<file path="src/rtl/sdram_arbiter.sv">
// sdram_arbiter
// Two-port round-robin arbiter in front of an SDRAM controller's command FIFO.
// Reads are tagged with the requesting port index in an in-order tag queue so
// that returning data (read-response FIFO, show-ahead) is routed back to the
// port that issued it, with a fixed one-cycle latency from the pop.
//
// Ports
//   clk, reset_n                  : clock, asynchronous active-low reset
//   pN_req/write/addr/wdata (N=0,1): port request, 1 = write / 0 = read
//   pN_ready                      : request accepted this cycle (combinational)
//   pN_rvalid/pN_rdata            : registered read-data strobe and data
//   cmd_push/cmd_din/cmd_full     : command FIFO write side, {write, addr, wdata}
//   rsp_pop/rsp_dout/rsp_empty    : response FIFO read side
module sdram_arbiter #(
    parameter int AW     = 24,
    parameter int DW     = 16,
    parameter int MAX_RD = 4
) (
    input  logic                clk,
    input  logic                reset_n,
    input  logic                p0_req,
    input  logic                p0_write,
    input  logic [AW-1:0]       p0_addr,
    input  logic [DW-1:0]       p0_wdata,
    output logic                p0_ready,
    output logic                p0_rvalid,
    output logic [DW-1:0]       p0_rdata,
    input  logic                p1_req,
    input  logic                p1_write,
    input  logic [AW-1:0]       p1_addr,
    input  logic [DW-1:0]       p1_wdata,
    output logic                p1_ready,
    output logic                p1_rvalid,
    output logic [DW-1:0]       p1_rdata,
    output logic                cmd_push,
    output logic [AW+DW:0]      cmd_din,
    input  logic                cmd_full,
    output logic                rsp_pop,
    input  logic [DW-1:0]       rsp_dout,
    input  logic                rsp_empty
);

    localparam int PW = $clog2(MAX_RD);
    localparam int CW = $clog2(MAX_RD) + 1;
    localparam logic [CW-1:0] MAX_CNT = CW'(MAX_RD);

    logic              last_grant_r;
    logic [CW-1:0]     rd_cnt_r;
    logic [PW-1:0]     wr_ptr_r;
    logic [PW-1:0]     rd_ptr_r;
    logic [MAX_RD-1:0] tag_q_r;
    logic              p0_rvalid_r;
    logic              p1_rvalid_r;
    logic [DW-1:0]     p0_rdata_r;
    logic [DW-1:0]     p1_rdata_r;

    logic              rd_room_s;
    logic              elig0_s;
    logic              elig1_s;
    logic              grant_s;
    logic              grant_idx_s;
    logic              grant_write_s;
    logic [AW-1:0]     grant_addr_s;
    logic [DW-1:0]     grant_wdata_s;
    logic [AW+DW:0]    cmd_din_s;
    logic              push_tag_s;
    logic              pop_s;
    logic              pop_tag_s;

    // Eligibility and round-robin grant; reset_n gating keeps every request-side output low during reset.
    always_comb begin
        rd_room_s   = (rd_cnt_r < MAX_CNT);
        elig0_s     = reset_n & p0_req & ~cmd_full & (p0_write | rd_room_s);
        elig1_s     = reset_n & p1_req & ~cmd_full & (p1_write | rd_room_s);
        grant_s     = 1'b0;
        grant_idx_s = 1'b0;
        if (elig0_s && elig1_s) begin
            grant_s     = 1'b1;
            grant_idx_s = ~last_grant_r;
        end else if (elig0_s) begin
            grant_s     = 1'b1;
            grant_idx_s = 1'b0;
        end else if (elig1_s) begin
            grant_s     = 1'b1;
            grant_idx_s = 1'b1;
        end else begin
            grant_s     = 1'b0;
            grant_idx_s = 1'b0;
        end
    end

    // Command word of the granted port; write data is zeroed for reads so the word is deterministic.
    always_comb begin
        grant_write_s = 1'b0;
        grant_addr_s  = {AW{1'b0}};
        grant_wdata_s = {DW{1'b0}};
        cmd_din_s     = {(AW+DW+1){1'b0}};
        if (grant_idx_s) begin
            grant_write_s = p1_write;
            grant_addr_s  = p1_addr;
            grant_wdata_s = p1_wdata;
        end else begin
            grant_write_s = p0_write;
            grant_addr_s  = p0_addr;
            grant_wdata_s = p0_wdata;
        end
        if (grant_s) begin
            cmd_din_s = {grant_write_s, grant_addr_s, grant_write_s ? grant_wdata_s : {DW{1'b0}}};
        end else begin
            cmd_din_s = {(AW+DW+1){1'b0}};
        end
    end

    assign push_tag_s = grant_s & ~grant_write_s;
    // Only pop what was actually requested; an unsolicited response stays in the FIFO.
    assign pop_s      = reset_n & ~rsp_empty & (rd_cnt_r != {CW{1'b0}});
    assign pop_tag_s  = tag_q_r[rd_ptr_r];

    assign p0_ready   = grant_s & ~grant_idx_s;
    assign p1_ready   = grant_s & grant_idx_s;
    assign cmd_push   = grant_s;
    assign cmd_din    = cmd_din_s;
    assign rsp_pop    = pop_s;
    assign p0_rvalid  = p0_rvalid_r;
    assign p1_rvalid  = p1_rvalid_r;
    assign p0_rdata   = p0_rdata_r;
    assign p1_rdata   = p1_rdata_r;

    // Remember the last granted port so that ties alternate.
    always_ff @(posedge clk or negedge reset_n) begin
        if (!reset_n) begin
            last_grant_r <= 1'b1;
        end else if (grant_s) begin
            last_grant_r <= grant_idx_s;
        end
    end

    // Tag queue and outstanding-read count; simultaneous push and pop leave the count unchanged.
    always_ff @(posedge clk or negedge reset_n) begin
        if (!reset_n) begin
            rd_cnt_r <= {CW{1'b0}};
            wr_ptr_r <= {PW{1'b0}};
            rd_ptr_r <= {PW{1'b0}};
            tag_q_r  <= {MAX_RD{1'b0}};
        end else begin
            if (push_tag_s) begin
                tag_q_r[wr_ptr_r] <= grant_idx_s;
                wr_ptr_r          <= wr_ptr_r + PW'(1);
            end
            if (pop_s) begin
                rd_ptr_r <= rd_ptr_r + PW'(1);
            end
            case ({push_tag_s, pop_s})
                2'b10:   rd_cnt_r <= rd_cnt_r + CW'(1);
                2'b01:   rd_cnt_r <= rd_cnt_r - CW'(1);
                default: rd_cnt_r <= rd_cnt_r;
            endcase
        end
    end

    // Route popped data to the tagged port one cycle after the pop; rdata holds between strobes.
    always_ff @(posedge clk or negedge reset_n) begin
        if (!reset_n) begin
            p0_rvalid_r <= 1'b0;
            p1_rvalid_r <= 1'b0;
            p0_rdata_r  <= {DW{1'b0}};
            p1_rdata_r  <= {DW{1'b0}};
        end else begin
            p0_rvalid_r <= pop_s & ~pop_tag_s;
            p1_rvalid_r <= pop_s & pop_tag_s;
            if (pop_s && !pop_tag_s) begin
                p0_rdata_r <= rsp_dout;
            end
            if (pop_s && pop_tag_s) begin
                p1_rdata_r <= rsp_dout;
            end
        end
    end

endmodule

</file>
<file path="config.mk">
export PLATFORM = sky130hd
export DESIGN_NAME = sdram_arbiter
export DESIGN_NICKNAME = d
export VERILOG_FILES = /design/src/rtl/sdram_arbiter.sv
export SDC_FILE = /design/constraint.sdc
export NUM_CORES = 1
export LEC_CHECK = 0
export ABC_AREA = 1
export BUFFER_PORTS_ARGS = -buffer_cell sky130_fd_sc_hd__buf_2
export CAP_MARGIN = 15
export CORE_ASPECT_RATIO = 0.8
export CORE_MARGIN = 2
export CORE_UTILIZATION = 38
export CTS_CLUSTER_DIAMETER = 30
export DETAILED_ROUTE_END_ITERATION = 12
export PLACE_DENSITY_LB_ADDON = 0.12
export SYNTH_ARGS = -nofsm -noshare
export SYNTH_HDL_FRONTEND = slang
export SYNTH_SLANG_ARGS = --single-unit
</file>
<file path="constraint.sdc">
create_clock -name clk -period 2 [get_ports clk]
set_input_delay 0 -clock clk [delete_from_list [all_inputs] [get_ports clk]]
set_output_delay 0 -clock clk [all_outputs]
set_load 0.02 [all_outputs]
</file>
; ---- Yosys cells after proc, flatten, opt, wreduce, memory -nomap -nowiden
; Index checks and enable logic that the tools add are counted.
[classes]
add_sub_neg = 4
mul = 0
div = 0
magnitude_cmp = 4
n_eq_ne = 2
shift = 0
n_mux = 16
n_bitwise = 21
n_reduce_logical = 7
[ops]
columns = operator, n
row1 = $mux W41, 1
row2 = $mux W16, 2
row3 = $mux W24, 1
row4 = $and A1 B1 Y1, 13
row5 = $mux W1, 8
row6 = $lt A2 B3 Y1 const B, 2
row7 = $not A1 Y1, 6
row8 = $pmux W3 S2, 1
row9 = $add A2 B1 Y2 const B, 2
row10 = $bwmux W4, 1
row11 = $logic_and A1 B1 Y1, 4
row12 = $add A3 B1 Y3 const B, 1
row13 = $lt A3 B3 Y1 const B, 1
row14 = $reduce_bool A3 Y1, 1
row15 = $sub A3 B1 Y3 const B, 1
row16 = $bmux W1 S2, 1
row17 = $demux W1 S2, 1
row18 = $eq A2 B1 Y1 const B, 1
row19 = $eq A2 B2 Y1 const B, 1
row20 = $ge A2 B1 Y1 const B, 1
row21 = $or A1 B1 Y1, 2
row22 = $reduce_bool A2 Y1, 1
row23 = $logic_not A1 Y1, 1
[word_totals]
reg_bits = 46
latchBits = 0
mem_bits_rw = 0
romBits = 0
inputBits = 104
out_inout_bits = 79
elab_cells = 63
n_memories = 0

; ---- Depth between registers and ports, before layout
; Gate-level depths: netlist of the first run.
[logic_depth]
depth_word = 11
ltp_mapped = 14
depth_no_buf = 13

; ---- Least setup slack after synthesis of the first run
; No wires, ideal clock.
[synth_path]
path_type = reg2reg
start = reg rd_cnt_r[2]
end = reg rd_cnt_r[2]
setup_ps = 131
t_arrival_ps = 1987
required_ps = 1869
slack_ps = -117
path_stages_with_launch = 15
path_buffers = 1
period_less_slack_ps = 2117
path_cell_list = dfrtp_1 > inv_2 > nor2_2 > nor2_4 > nand2_2 > buf_6 > nand2_4 > nand2_2 > nand2_1 > ha_1 > inv_1 > fa_1 > a21oi_1 > o21ai_0 > xor2_1
[synth_via]
elab_chain_len = 11
word_cells_on_any_way = 22
cone_classes = 2 x add/sub / 1 x order compare / 2 x eq/ne / 7 x mux / 7 x bitwise / 3 x reduce/logical
[synth_rtl]
columns = element, line
row1 = from (decl), 48  ; logic [CW-1:0] rd_cnt_r;
row2 = from (signal assigned), 141  ; rd_cnt_r <= {CW{1'b0}};
row3 = from (signal assigned), 154  ; 2'b10: rd_cnt_r <= rd_cnt_r + CW'(1);
row4 = from (signal assigned), 155  ; 2'b01: rd_cnt_r <= rd_cnt_r - CW'(1);
row5 = $lt A3 B3 Y1, 72  ; rd_room_s = (rd_cnt_r < MAX_CNT);
row6 = $or A1 B1 Y1, 74  ; elig1_s = reset_n & p1_req & ~cmd_full & (p1_write | rd_room_s);
row7 = $and A1 B1 Y1, 74
row8 = $mux W1, 83  ; end else if (elig1_s) begin
row9 = $mux W1, 80  ; end else if (elig0_s) begin
row10 = $mux W1, 77  ; if (elig0_s && elig1_s) begin
row11 = $mux W1, 98  ; if (grant_idx_s) begin
row12 = $not A1 Y1, 114  ; assign push_tag_s = grant_s & ~grant_write_s;
row13 = $and A1 B1 Y1, 114
row14 = $eq A2 B1 Y1 or $eq A2 B2 Y1 (tied branches), 153  ; case ({push_tag_s, pop_s})
row15 = $pmux W3 S2 or $reduce_bool A2 Y1 (tied branches), n/a
; Several ways; a longest one is shown, not always the timed one.
; A chain may end at the register's enable or synchronous reset.

; ---- Worst setup path after layout of the first run
; Same ends and word-level chain as after synthesis.

==> Flow_metrics.wiki, run 1 <==
{| class="wikitable"
! Metric !! Value
|-
| Setup crit start kind || flop
|-
| Number of ports placed on the die boundary || 183
|-
| Post-route DRC violation count || 0
|-
| Number of max-slew violations in the final report || 0
|-
| CTS H-tree depth || 2
|-
| Total Routed Length || 7798 um
|-
| Placed wire-length estimate after detailed placement || 5467 um
|-
| Fraction of final layout cells with drive strength greater than 1 || 45.92%
|-
| Global-route total usage across every layer || 18.16%
|-
| Area growth from synthesis to layout || 57.69%
|-
| Synth Net Count || 458
|-
| DIE AREA || 0.007759 sq mm
|-
| Post-route fraction of the period consumed by the critical path || 98.82%
|-
| Number of port buffers || 182
|-
| Final count of negative-setup-slack endpoints || 0
|-
| Width of the chip || 97.98 um
|-
| Type of the worst setup path || reg2reg
|-
| Final Net Count || 673
|-
| Final hold vios || 0
|-
| Hold/Removal Path Class || in2reg
|-
| Vias in the first global route || 2,617
|-
| Yosys synthesis warning count || 0
|-
| Worst reg2reg path depth || 13
|-
| Number of antenna diodes || 0
|-
| Worst path setup slack after routing || 0.02368 ns
|-
| Initial DRC count || 62
|-
| Clock tree from TritonCTS || done
|-
| Maximum number of pins on one net before global-route repair || 46
|-
| Reg2Reg Capture Point || rd_cnt_r[2]
|-
| Via density per instance || 4.559
|-
| Final total negative setup slack || 0 ns
|-
| Reg-to-reg startpoint || rd_cnt_r[2]
|-
| Met1 Use GR || 22.40%
|-
| Wire per inst || 11.98 um
|-
| Hold Path Cell Cnt || 5
|-
| Leakage power || 2.459 nW
|-
| Met2 Resource Use GR || 32.74%
|-
| Via count || 2,968
|-
| Most utilized layer in the global route result || met2
|-
| Met3 layer usage reported by global route || 4.137%
|-
| #FFs+latches synth || 46
|-
| Ordered list of cells on the worst path || inv_2 -> nor2_4 -> nor2_4 -> nand2_4 -> nand2_4 -> nand2_4 -> nand2_4 -> ha_4 -> inv_4 -> fa_2 -> a21oi_2 -> o21ai_1 -> xor2_1
|-
| Worst EP arrival || 2.15 ns
|-
| Total chip power || 0.004349 W
|-
| Minimum clock period || 1.976 ns
|-
| Unrepaired setup endpoints after global routing || true
|-
| Cell family with most CP delay || simple AND/OR/NAND/NOR gates
|-
| Remaining global-route overflow || 0
|-
| Power density relative to cell area || 1027 mW/mm^2
|-
| Std-Cell Rows || 27
|-
| Cell area after technology mapping || 0.002685 sq mm
|-
| Syn Inst Count || 348
|-
| Number of buffers inserted during clock tree synthesis || 5
|-
| Clock root buffer || sky130_fd_sc_hd__clkbuf_8
|-
| Outcome || completed
|-
| Clock sinks || 46
|-
| Maximum clock path buffer count || 2
|-
| Most Frequent Cell on Critical Path || sky130_fd_sc_hd__nand2_4
|-
| Number of antenna violations at the first check in global routing || 0
|-
| Critical Path Max Stage Delay || 0.43 ns
|-
| Placer's final routability congestion estimate || 0.7902
|-
| Slowest stage cell, crit path || sky130_fd_sc_hd__dfrtp_1
|-
| 1st-pass router iterations || 4
|-
| Core Region || 0.006858 sq mm
|-
| Required arrival time at the worst endpoint || 2.17 ns
|-
| Portion of the post-synthesis area used by sequential elements || 42.92%
|-
| Initial core utilization || 39.15%
|-
| Largest fanout of any net on the critical path || 4
|-
| Wire length of the first global-routing pass || 11,670 um
|-
| Maximum achievable frequency || 506.0 MHz
|-
| Mean instance size in the synthesized netlist || 7.716 sq um
|-
| Kind of capture point of the worst setup path || flop
|-
| Relative slew slack || 62.31%
|-
| Worst skew pair latency || 0.29 ns
|-
| Clock skew || 0.006999 ns
|-
| Max-cap violations || 0
|-
| Bufs and invs on worst path || 2
|-
| Count of distinct cell types in the synthesized netlist || 29
|-
| Peak supply drop || 0.7107 mV
|-
| Post-placement setup slack || 0.04191 ns
|-
| Vert. Die Dim || 79.19 um
|-
| R2R Setup Slk || 0.02 ns
|-
| Beginning of the worst hold path || p0_write
|-
| Destination of the worst hold path || tag_q_r[3]
|-
| Least-Margin Pin Slew || 0.5654 ns
|-
| Final antenna-violating net count || 0
|-
| Worst-path clk slew || 0.08 ns
|}
where the power goes:
part	leakage, nW	switching (W)	internal, W	total, W
logic	1.83	0.00130	0.000813	0.00211
registers	0.575	0.000234	0.00134	0.00157
clock network	0.0524	0.000292	0.000374	0.000666
total	2.46	0.00183	0.00252	0.00435
per-stage QoR:
stage / util [%] / area (sq um) / instances / hold WS [ns]
detailed placement: 54.02 / 3705 / 610 / 0.01164
global placement: 54.02 / 3705 / 610 / 0.02483
finish: 61.74 / 4234 / 651 / 0.1151
CTS: 58.09 / 3984 / 635 / 0.1110
floorplan: - / 2708 / 348 / -0.2956
global route: 61.74 / 4234 / 651 / 0.1612
worst reg2reg max path, delay by kind of cell (launching register included):
family / cells / cell delay, ns
AOI/OAI and AO/OA: 2 / 0.20
DFF: 1 / 0.43
buffers and inverters: 2 / 0.13
adders and majority gates: 2 / 0.47
xor gates and xnor gates: 1 / 0.17
and+or+nand+nor: 6 / 0.48
registers in the layout (all words and copies together), names as in the netlist:
name and count:
p1_rvalid 1, p0_rvalid 1, p0_rdata 16, rd_ptr_r 2
last_grant_r 1, p1_rdata 16, tag_q_r 4, rd_cnt_r 3
wr_ptr_r 2
what timing repair did:
item | CTS | global route
gates cloned | 0 | 4
resized for setup | 1 | 27
hold buffers | 17 | 0
setup buffers | 0 | 12
endpoints found under the hold margin | 68 | 0
pin swaps | 0 | 3
endpoints found under the setup margin | 32 | 42
per-layer routing:
metal | up-vias | wire length (um)
li1 | 1521 | -
met1 | 1364 | 3341
met2 | 77 | 4009
met3 | 6 | 397
met4 | 0 | 49
met5 | - | 0
cell usage in the layout, fill, tap and decap left out, types with 2 or more instances in the layout:
cell type,netlist,final
sky130_fd_sc_hd__a21oi_1,8,7
sky130_fd_sc_hd__a21oi_2,9,10
sky130_fd_sc_hd__buf_12,0,3
sky130_fd_sc_hd__buf_2,7,171
sky130_fd_sc_hd__buf_4,2,26
sky130_fd_sc_hd__buf_6,5,3
sky130_fd_sc_hd__clkbuf_1,0,2
sky130_fd_sc_hd__clkbuf_16,0,2
sky130_fd_sc_hd__clkbuf_8,0,5
sky130_fd_sc_hd__dfrtp_1,45,45
sky130_fd_sc_hd__dlygate4sd3_1,0,17
sky130_fd_sc_hd__ha_1,5,4
sky130_fd_sc_hd__inv_1,30,28
sky130_fd_sc_hd__inv_2,3,3
sky130_fd_sc_hd__nand2_1,161,160
sky130_fd_sc_hd__nand2_4,2,5
sky130_fd_sc_hd__nand3_1,9,7
sky130_fd_sc_hd__nand3_2,1,4
sky130_fd_sc_hd__nand3_4,2,2
sky130_fd_sc_hd__nand4_1,8,8
sky130_fd_sc_hd__nor2_4,2,3
sky130_fd_sc_hd__o21ai_0,18,17
sky130_fd_sc_hd__o21ai_1,4,5
sky130_fd_sc_hd__o21ai_2,12,12
sky130_fd_sc_hd__xor2_1,3,3
synthesized netlist by cell type (all sizes together):
| cell | n | area share, % |
|---|---|---|
| nand3 | 12 | 3.4 |
| ha | 5 | 2.3 |
| inv | 33 | 4.6 |
| nor3 | 2 | 0.79 |
| dfstp | 1 | 0.98 |
| nand4 | 8 | 1.9 |
| xnor2 | 1 | 0.33 |
| clkbuf | 1 | 0.19 |
| xor2 | 3 | 0.98 |
| nand2 | 166 | 24 |
| buf | 15 | 4.1 |
| nor2 | 4 | 1.3 |
| a21oi | 17 | 4.4 |
| dfrtp | 45 | 42 |
| o21ai | 34 | 8.0 |
| fa | 1 | 0.75 |
logic make-up after synthesis:
logic type,Yosys count,synth area share (%)
adder cells (fa/ha/maj),6,3.076
buffers and inverters,49,8.900
AND/OR/NAND/NOR,192,31.36
flip-flops,46,42.92
XOR/XNOR,4,1.305
AO/OA/AOI/OAI,51,12.44
final cells by class:
| class | instances | area, sq um |
|---|---|---|
| inverter | 33 | 131.4 |
| timing repair buffer | 223 | 1380 |
| fill | 633 | 2624 |
| clock inverter | 1 | 30.03 |
| multi-input combinational | 254 | 1355 |
| tap | 87 | 108.9 |
| clock buffer | 7 | 76.32 |
| sequential | 46 | 1152 |
how the worst max path moves through the flow:
| stage | start | end | slack (ns) | cells after the start |
|---|---|---|---|---|
| 2_1_floorplan | rd_cnt_r[2] | rd_cnt_r[2] | 0.006 | 14 |
| 3_5_place_dp | rd_cnt_r[2] | rd_cnt_r[2] | 0.04 | 13 |
| 4_1_cts | rd_cnt_r[2] | cmd_din[12] | 0.002 | 10 |
| 6_report | rd_cnt_r[2] | rd_cnt_r[2] | 0.02 | 13 |
| 3_3_place_gp | rd_cnt_r[2] | rd_cnt_r[2] | 0.07 | 13 |
| 5_1_grt | rd_cnt_r[2] | cmd_din[36] | -0.14 | 10 |
No activity file was read; power rests on OpenSTA's default activity.
==> run 2: changes to the inputs <==
- CORE_UTILIZATION: 38 -> 45
- RECOVER_POWER: unset -> 25
- SLEW_MARGIN: unset -> 20
- clock period: 2 -> 2.5 ns (I/O delays scaled with it)
==> Flow_metrics.wiki, run 2 (synthesis gave the netlist of run 1 again) <==
{| class="wikitable"
! Metric !! Value
|-
| Outcome || completed
|-
| Critical Path Max Stage Delay || 0.43 ns
|-
| Width of the chip || 90.36 um
|-
| Total Routed Length || 8034 um
|-
| Vert. Die Dim || 73.09 um
|-
| Relative slew slack || 25.94%
|-
| Peak supply drop || 0.6099 mV
|-
| Clock sinks || 46
|-
| Reg2Reg Capture Point || rd_cnt_r[2]
|-
| Type of the worst setup path || reg2out
|-
| Ordered list of cells on the worst path || inv_2 -> nor2_2 -> nor2_4 -> nand2_2 -> buf_4 -> inv_2 -> buf_4 -> nand2_1 -> a21oi_2 -> buf_2
|-
| Initial core utilization || 45.90%
|-
| Number of max-slew violations in the final report || 0
|-
| Final count of negative-setup-slack endpoints || 0
|-
| Clock root buffer || sky130_fd_sc_hd__clkbuf_8
|-
| 1st-pass router iterations || 5
|-
| Unrepaired setup endpoints after global routing || true
|-
| Clock tree from TritonCTS || done
|-
| Worst-path clk slew || 0.08 ns
|-
| Final instance area || 0.003852 sq mm
|-
| Placer's final routability congestion estimate || 0.8614
|-
| FILL cells || 558
|-
| Required arrival time at the worst endpoint || 2.50 ns
|-
| Worst reg2reg path depth || 10
|-
| Cell family with most CP delay || buffers and inverters
|-
| Core Region || 0.005849 sq mm
|-
| Remaining global-route overflow || 0
|-
| Std-Cell Rows || 25
|-
| Final Net Count || 652
|-
| Vias in the first global route || 2,727
|-
| Count of buffers added by post-CTS timing repair for setup || 0
|-
| Final antenna-violating net count || 0
|-
| Most frequent cells in the layout || 161 x sky130_fd_sc_hd__nand2_1, 148 x sky130_fd_sc_hd__buf_2, 45 x sky130_fd_sc_hd__dfrtp_1
|-
| Cell Area, Placed || 0.003612 sq mm
|-
| Post-route fraction of the period consumed by the critical path || 92.95%
|-
| Number of port buffers || 182
|-
| Worst skew pair latency || 0.30 ns
|-
| Reg-to-reg startpoint || last_grant_r
|-
| Most common library cell in the layout ignoring fill and taps || sky130_fd_sc_hd__nand2_1
|-
| Fraction of final layout cells with drive strength greater than 1 || 36.46%
|-
| Slowest stage cell, crit path || sky130_fd_sc_hd__dfrtp_1
|-
| Maximum clock path buffer count || 2
|-
| Kind of capture point of the worst setup path || primary output
|-
| Final hold vios || 0
|-
| Initial DRC count || 145
|-
| Maximum number of pins on one net before global-route repair || 46
|-
| R2R Setup Slk || 0.28 ns
|-
| Maximum achievable frequency || 430.3 MHz
|-
| Placed wire-length estimate after detailed placement || 6037 um
|-
| Hold/Removal Path Class || in2async
|-
| Number of ports placed on the die boundary || 183
|-
| Setup crit start kind || flop
|-
| Power density relative to cell area || 860.8 mW/mm^2
|-
| Largest fanout of any net on the critical path || 30
|-
| Area growth from synthesis to layout || 43.48%
|-
| Worst EP arrival || 2.32 ns
|-
| Number of buffers inserted during clock tree synthesis || 5
|-
| Minimum clock period || 2.324 ns
|-
| Bufs and invs on worst path || 5
|-
| Number of antenna violations at the first check in global routing || 1
|-
| Leakage power || 2.209 nW
|-
| CTS H-tree depth || 2
|-
| Post-route DRC violation count || 0
|-
| Least-Margin Pin Slew || 1.111 ns
|-
| Via count || 2,878
|-
| Via density per instance || 4.605
|-
| Wire length of the first global-routing pass || 12,850 um
|-
| Max-cap violations || 0
|-
| Clock skew || 0.005849 ns
|-
| Post-cts resize count || 0
|-
| Global-route total usage across every layer || 24.39%
|-
| Final total negative setup slack || 0 ns
|-
| Wire per inst || 12.85 um
|-
| DIE AREA || 0.006604 sq mm
|}
run 2: cell count changes in the layout (fill, tap and decap cells not counted), sizes merged:
cell,delta
buf,-53
nand3,-1
clkbuf,+31
inv,+1
diode,+1
clkinv,+1
run 2: timing repair:
| item | CTS | global route |
|---|---|---|
| hold buffers | 17 | 0 |
| endpoints found under the setup margin | 0 | 14 |
| endpoints found under the hold margin | 73 | 0 |
run 2: cell type report:
cell class | count | area [sq um] | share of cell area [%]
multi-input combinational | 253 | 1294 | 33.58
sequential | 46 | 1152 | 29.91
timing repair buffer | 203 | 1066 | 27.67
inverter | 33 | 123.9 | 3.215
tap | 81 | 101.3 | 2.631
clock buffer | 5 | 68.82 | 1.786
clock inverter | 3 | 43.79 | 1.137
antenna | 1 | 2.502 | 0.06496
run 2: worst max-delay path by stage:
stage	to	from	cells after the start
4_1_cts	cmd_din[10]	rd_cnt_r[2]	10
5_1_grt	cmd_din[27]	rd_cnt_r[2]	9
6_report	cmd_din[10]	rd_cnt_r[2]	10
2_1_floorplan	rd_cnt_r[2]	rd_cnt_r[2]	14
3_3_place_gp	rd_cnt_r[2]	last_grant_r	10
3_5_place_dp	rd_cnt_r[2]	last_grant_r	10
run 2: metrics by stage:
step | hold slack [ns] | power (W) | setup WS, ns | utilization (%) | cells
6_report | 0.05028 | 0.003316 | 0.1762 | 65.86 | 625
5_1_grt | 0.04817 | 0.003572 | -0.02784 | 65.86 | 625
2_1_floorplan | -0.2956 | 0.002292 | 0.3826 | - | 348
4_1_cts | 0.03455 | 0.003405 | 0.1613 | 66.59 | 624
3_5_place_dp | -0.1793 | 0.002812 | 0.3043 | 61.75 | 599
3_3_place_gp | -0.1791 | 0.002781 | 0.3741 | 61.75 | 599
run 2: power by group:
part | internal, W | switching [W]
Clock | 0.000300 | 0.000261
Combinational | 0.000482 | 0.00101
Sequential | 0.00107 | 0.000194
Total | 0.00185 | 0.00147
run 2: layer usage:
| metal | share of wire [%] | GRT usage (%) |
|---|---|---|
| met4 | 2.1 | 9.060 |
| met3 | 5.4 | 4.959 |
| met5 | 0 | 0 |
| met2 | 50 | 42.61 |
| met1 | 43 | 30.43 |
==> run 3: changes to the inputs <==
==> constraint.sdc (replaced) <==
create_clock -name clk -period 2.5 [get_ports clk]
set_input_delay 0.5 -clock clk [delete_from_list [all_inputs] [get_ports clk]]
set_output_delay 0.5 -clock clk [all_outputs]
set_load 0.02 [all_outputs]
==> Flow_metrics.wiki, run 3 (synthesis gave the netlist of run 1 again) <==
{| class="wikitable"
! Metric !! Value
|-
| Number of buffers inserted during clock tree synthesis || 5
|-
| Outcome || completed
|-
| Non-Filler Instances || 619
|-
| Worst Hold Margin || 0.4520 ns
|-
| Final instance area || 0.003802 sq mm
|-
| Reg-to-reg startpoint || rd_cnt_r[2]
|-
| Most frequent cells in the layout || 182 x sky130_fd_sc_hd__buf_2, 161 x sky130_fd_sc_hd__nand2_1, 45 x sky130_fd_sc_hd__dfrtp_1
|-
| Final antenna-violating net count || 0
|-
| Worst reg2reg path depth || 13
|-
| Minimum clock period || 2.354 ns
|-
| Remaining global-route overflow || 0
|-
| Worst skew pair latency || 0.30 ns
|-
| Cell family with most CP delay || buffers and inverters
|-
| Hold/Removal Path Class || in2reg
|-
| 1st-pass router iterations || 4
|-
| Final Net Count || 645
|-
| Clock root buffer || sky130_fd_sc_hd__clkbuf_8
|-
| Clock tree from TritonCTS || done
|-
| Maximum achievable frequency || 424.7 MHz
|-
| Required arrival time at the worst endpoint || 2.00 ns
|-
| Relative slew slack || 26.08%
|-
| Destination of the worst hold path || p1_rdata[11]
|-
| R2R Setup Slk || 0.30 ns
|-
| Reg2Reg Capture Point || rd_cnt_r[2]
|-
| Initial DRC count || 107
|-
| Number of instances in the placed design || 605
|-
| Final count of negative-setup-slack endpoints || 0
|-
| Maximum number of pins on one net before global-route repair || 46
|-
| Placed wire-length estimate after detailed placement || 6382 um
|-
| Clock sinks || 46
|-
| Initial core utilization || 45.90%
|-
| Wire length of the first global-routing pass || 12,770 um
|-
| Post-route fraction of the period consumed by the critical path || 94.18%
|-
| Hold Path Cell Cnt || 3
|-
| Slowest stage cell, crit path || sky130_fd_sc_hd__dfrtp_1
|-
| Width of the chip || 90.36 um
|-
| Least-Margin Pin Slew || 1.109 ns
|-
| Cell Area, Placed || 0.003670 sq mm
|-
| Fraction of final layout cells with drive strength greater than 1 || 44.78%
|-
| Global-route total usage across every layer || 24.15%
|-
| Post-route DRC violation count || 0
|-
| Number of ports placed on the die boundary || 183
|-
| Total Routed Length || 7886 um
|-
| Beginning of the worst hold path || rsp_dout[11]
|-
| Critical Path Max Stage Delay || 0.44 ns
|-
| Kind of capture point of the worst setup path || primary output
|-
| DIE AREA || 0.006604 sq mm
|-
| Vert. Die Dim || 73.09 um
|-
| Number of port buffers || 182
|-
| Post-placement setup slack || 0.1152 ns
|-
| Leakage power || 2.295 nW
|-
| Max-cap violations || 0
|-
| Wire per inst || 12.74 um
|-
| Number of antenna violations at the first check in global routing || 2
|-
| Number of max-slew violations in the final report || 0
|-
| Via density per instance || 4.649
|-
| Worst path setup slack after routing || 0.1456 ns
|-
| Ordered list of cells on the worst path || inv_2 -> nor2_2 -> nor2_4 -> nand2_2 -> inv_4 -> buf_4 -> nand2_1 -> a21oi_2 -> buf_2
|-
| Largest fanout of any net on the critical path || 11
|-
| Final hold vios || 0
|-
| Core Region || 0.005849 sq mm
|-
| Most common library cell in the layout ignoring fill and taps || sky130_fd_sc_hd__buf_2
|-
| Bufs and invs on worst path || 4
|-
| Std-Cell Rows || 25
|-
| Clock skew || 0.006599 ns
|-
| Area growth from synthesis to layout || 41.61%
|-
| Vias in the first global route || 2,726
|-
| FILL cells || 561
|-
| Worst-path clk slew || 0.08 ns
|-
| Maximum clock path buffer count || 2
|-
| Total chip power || 0.003286 W
|-
| Via count || 2,878
|-
| Type of the worst setup path || reg2out
|-
| Placer's final routability congestion estimate || 0.8495
|-
| Peak supply drop || 0.6676 mV
|-
| Setup crit start kind || flop
|-
| CTS H-tree depth || 2
|-
| Worst EP arrival || 1.85 ns
|-
| Power density relative to cell area || 864.2 mW/mm^2
|}
[run 3: cell count changes in the layout (fill, tap and decap cells not counted), sizes merged]
cell         before  now
buf             151  194
clkbuf           40    8
dlygate4sd3      17    1
bufinv            1    0
diode             1    2
inv              34   33
[run 3: how the worst max path moves through the flow]
stage                start     endpoint  slack (ns)  cells past startpoint
3_5_place_dp       reset_n  rd_cnt_r[2]        0.12                     13
2_1_floorplan     cmd_full  rd_cnt_r[2]        0.26                     14
4_1_cts        rd_cnt_r[2]  cmd_din[14]        0.05                      9
5_1_grt        rd_cnt_r[2]   cmd_din[0]      -0.001                      7
3_3_place_gp       reset_n  rd_cnt_r[2]        0.17                     13
6_report       rd_cnt_r[2]  cmd_din[11]        0.15                      9
[run 3: final cells by class]
type	count	area (sq um)	area share [%]
multi-input combinational	253	1294	34.02
sequential	46	1152	30.31
timing repair buffer	196	1032	27.15
inverter	33	126.4	3.323
tap	81	101.3	2.665
clock buffer	7	86.33	2.270
clock inverter	1	5.005	0.1316
antenna	2	5.005	0.1316
[run 3: power by group]
group          leakage (nW)  internal, W  switching, W
clock network        0.0482     0.000223      0.000238
logic                  1.67     0.000560       0.00101
registers             0.575      0.00107      0.000186
[run 3: layer usage]
layer	GRT usage, %	part of all wire [%]
met2	42.69	49
met4	9.402	2.8
met1	29.62	42
met3	4.855	5.5
met5	0	0
[run 3: worst min-delay path, stage by stage]
cell and delay [ns]:
sky130_fd_sc_hd__buf_2 0.09, sky130_fd_sc_hd__inv_1 0.05, sky130_fd_sc_hd__o21ai_1 0.06
[run 3: what timing repair did]
item                                   4_1_cts  5_1_grt
hold buffers                                 1        0
buffers inserted                             0        3
endpoints found under the hold margin        1        0
setup endpoints to repair                    0        5
resized for setup                            0        2
[run 3: through the flow]
step | util, % | TNS (ns)
floorplan | - | 0
global placement | 62.74 | 0
detailed placement | 62.74 | 0
CTS | 64.47 | 0
global route | 65.01 | -0.001239
finish | 65.01 | 0
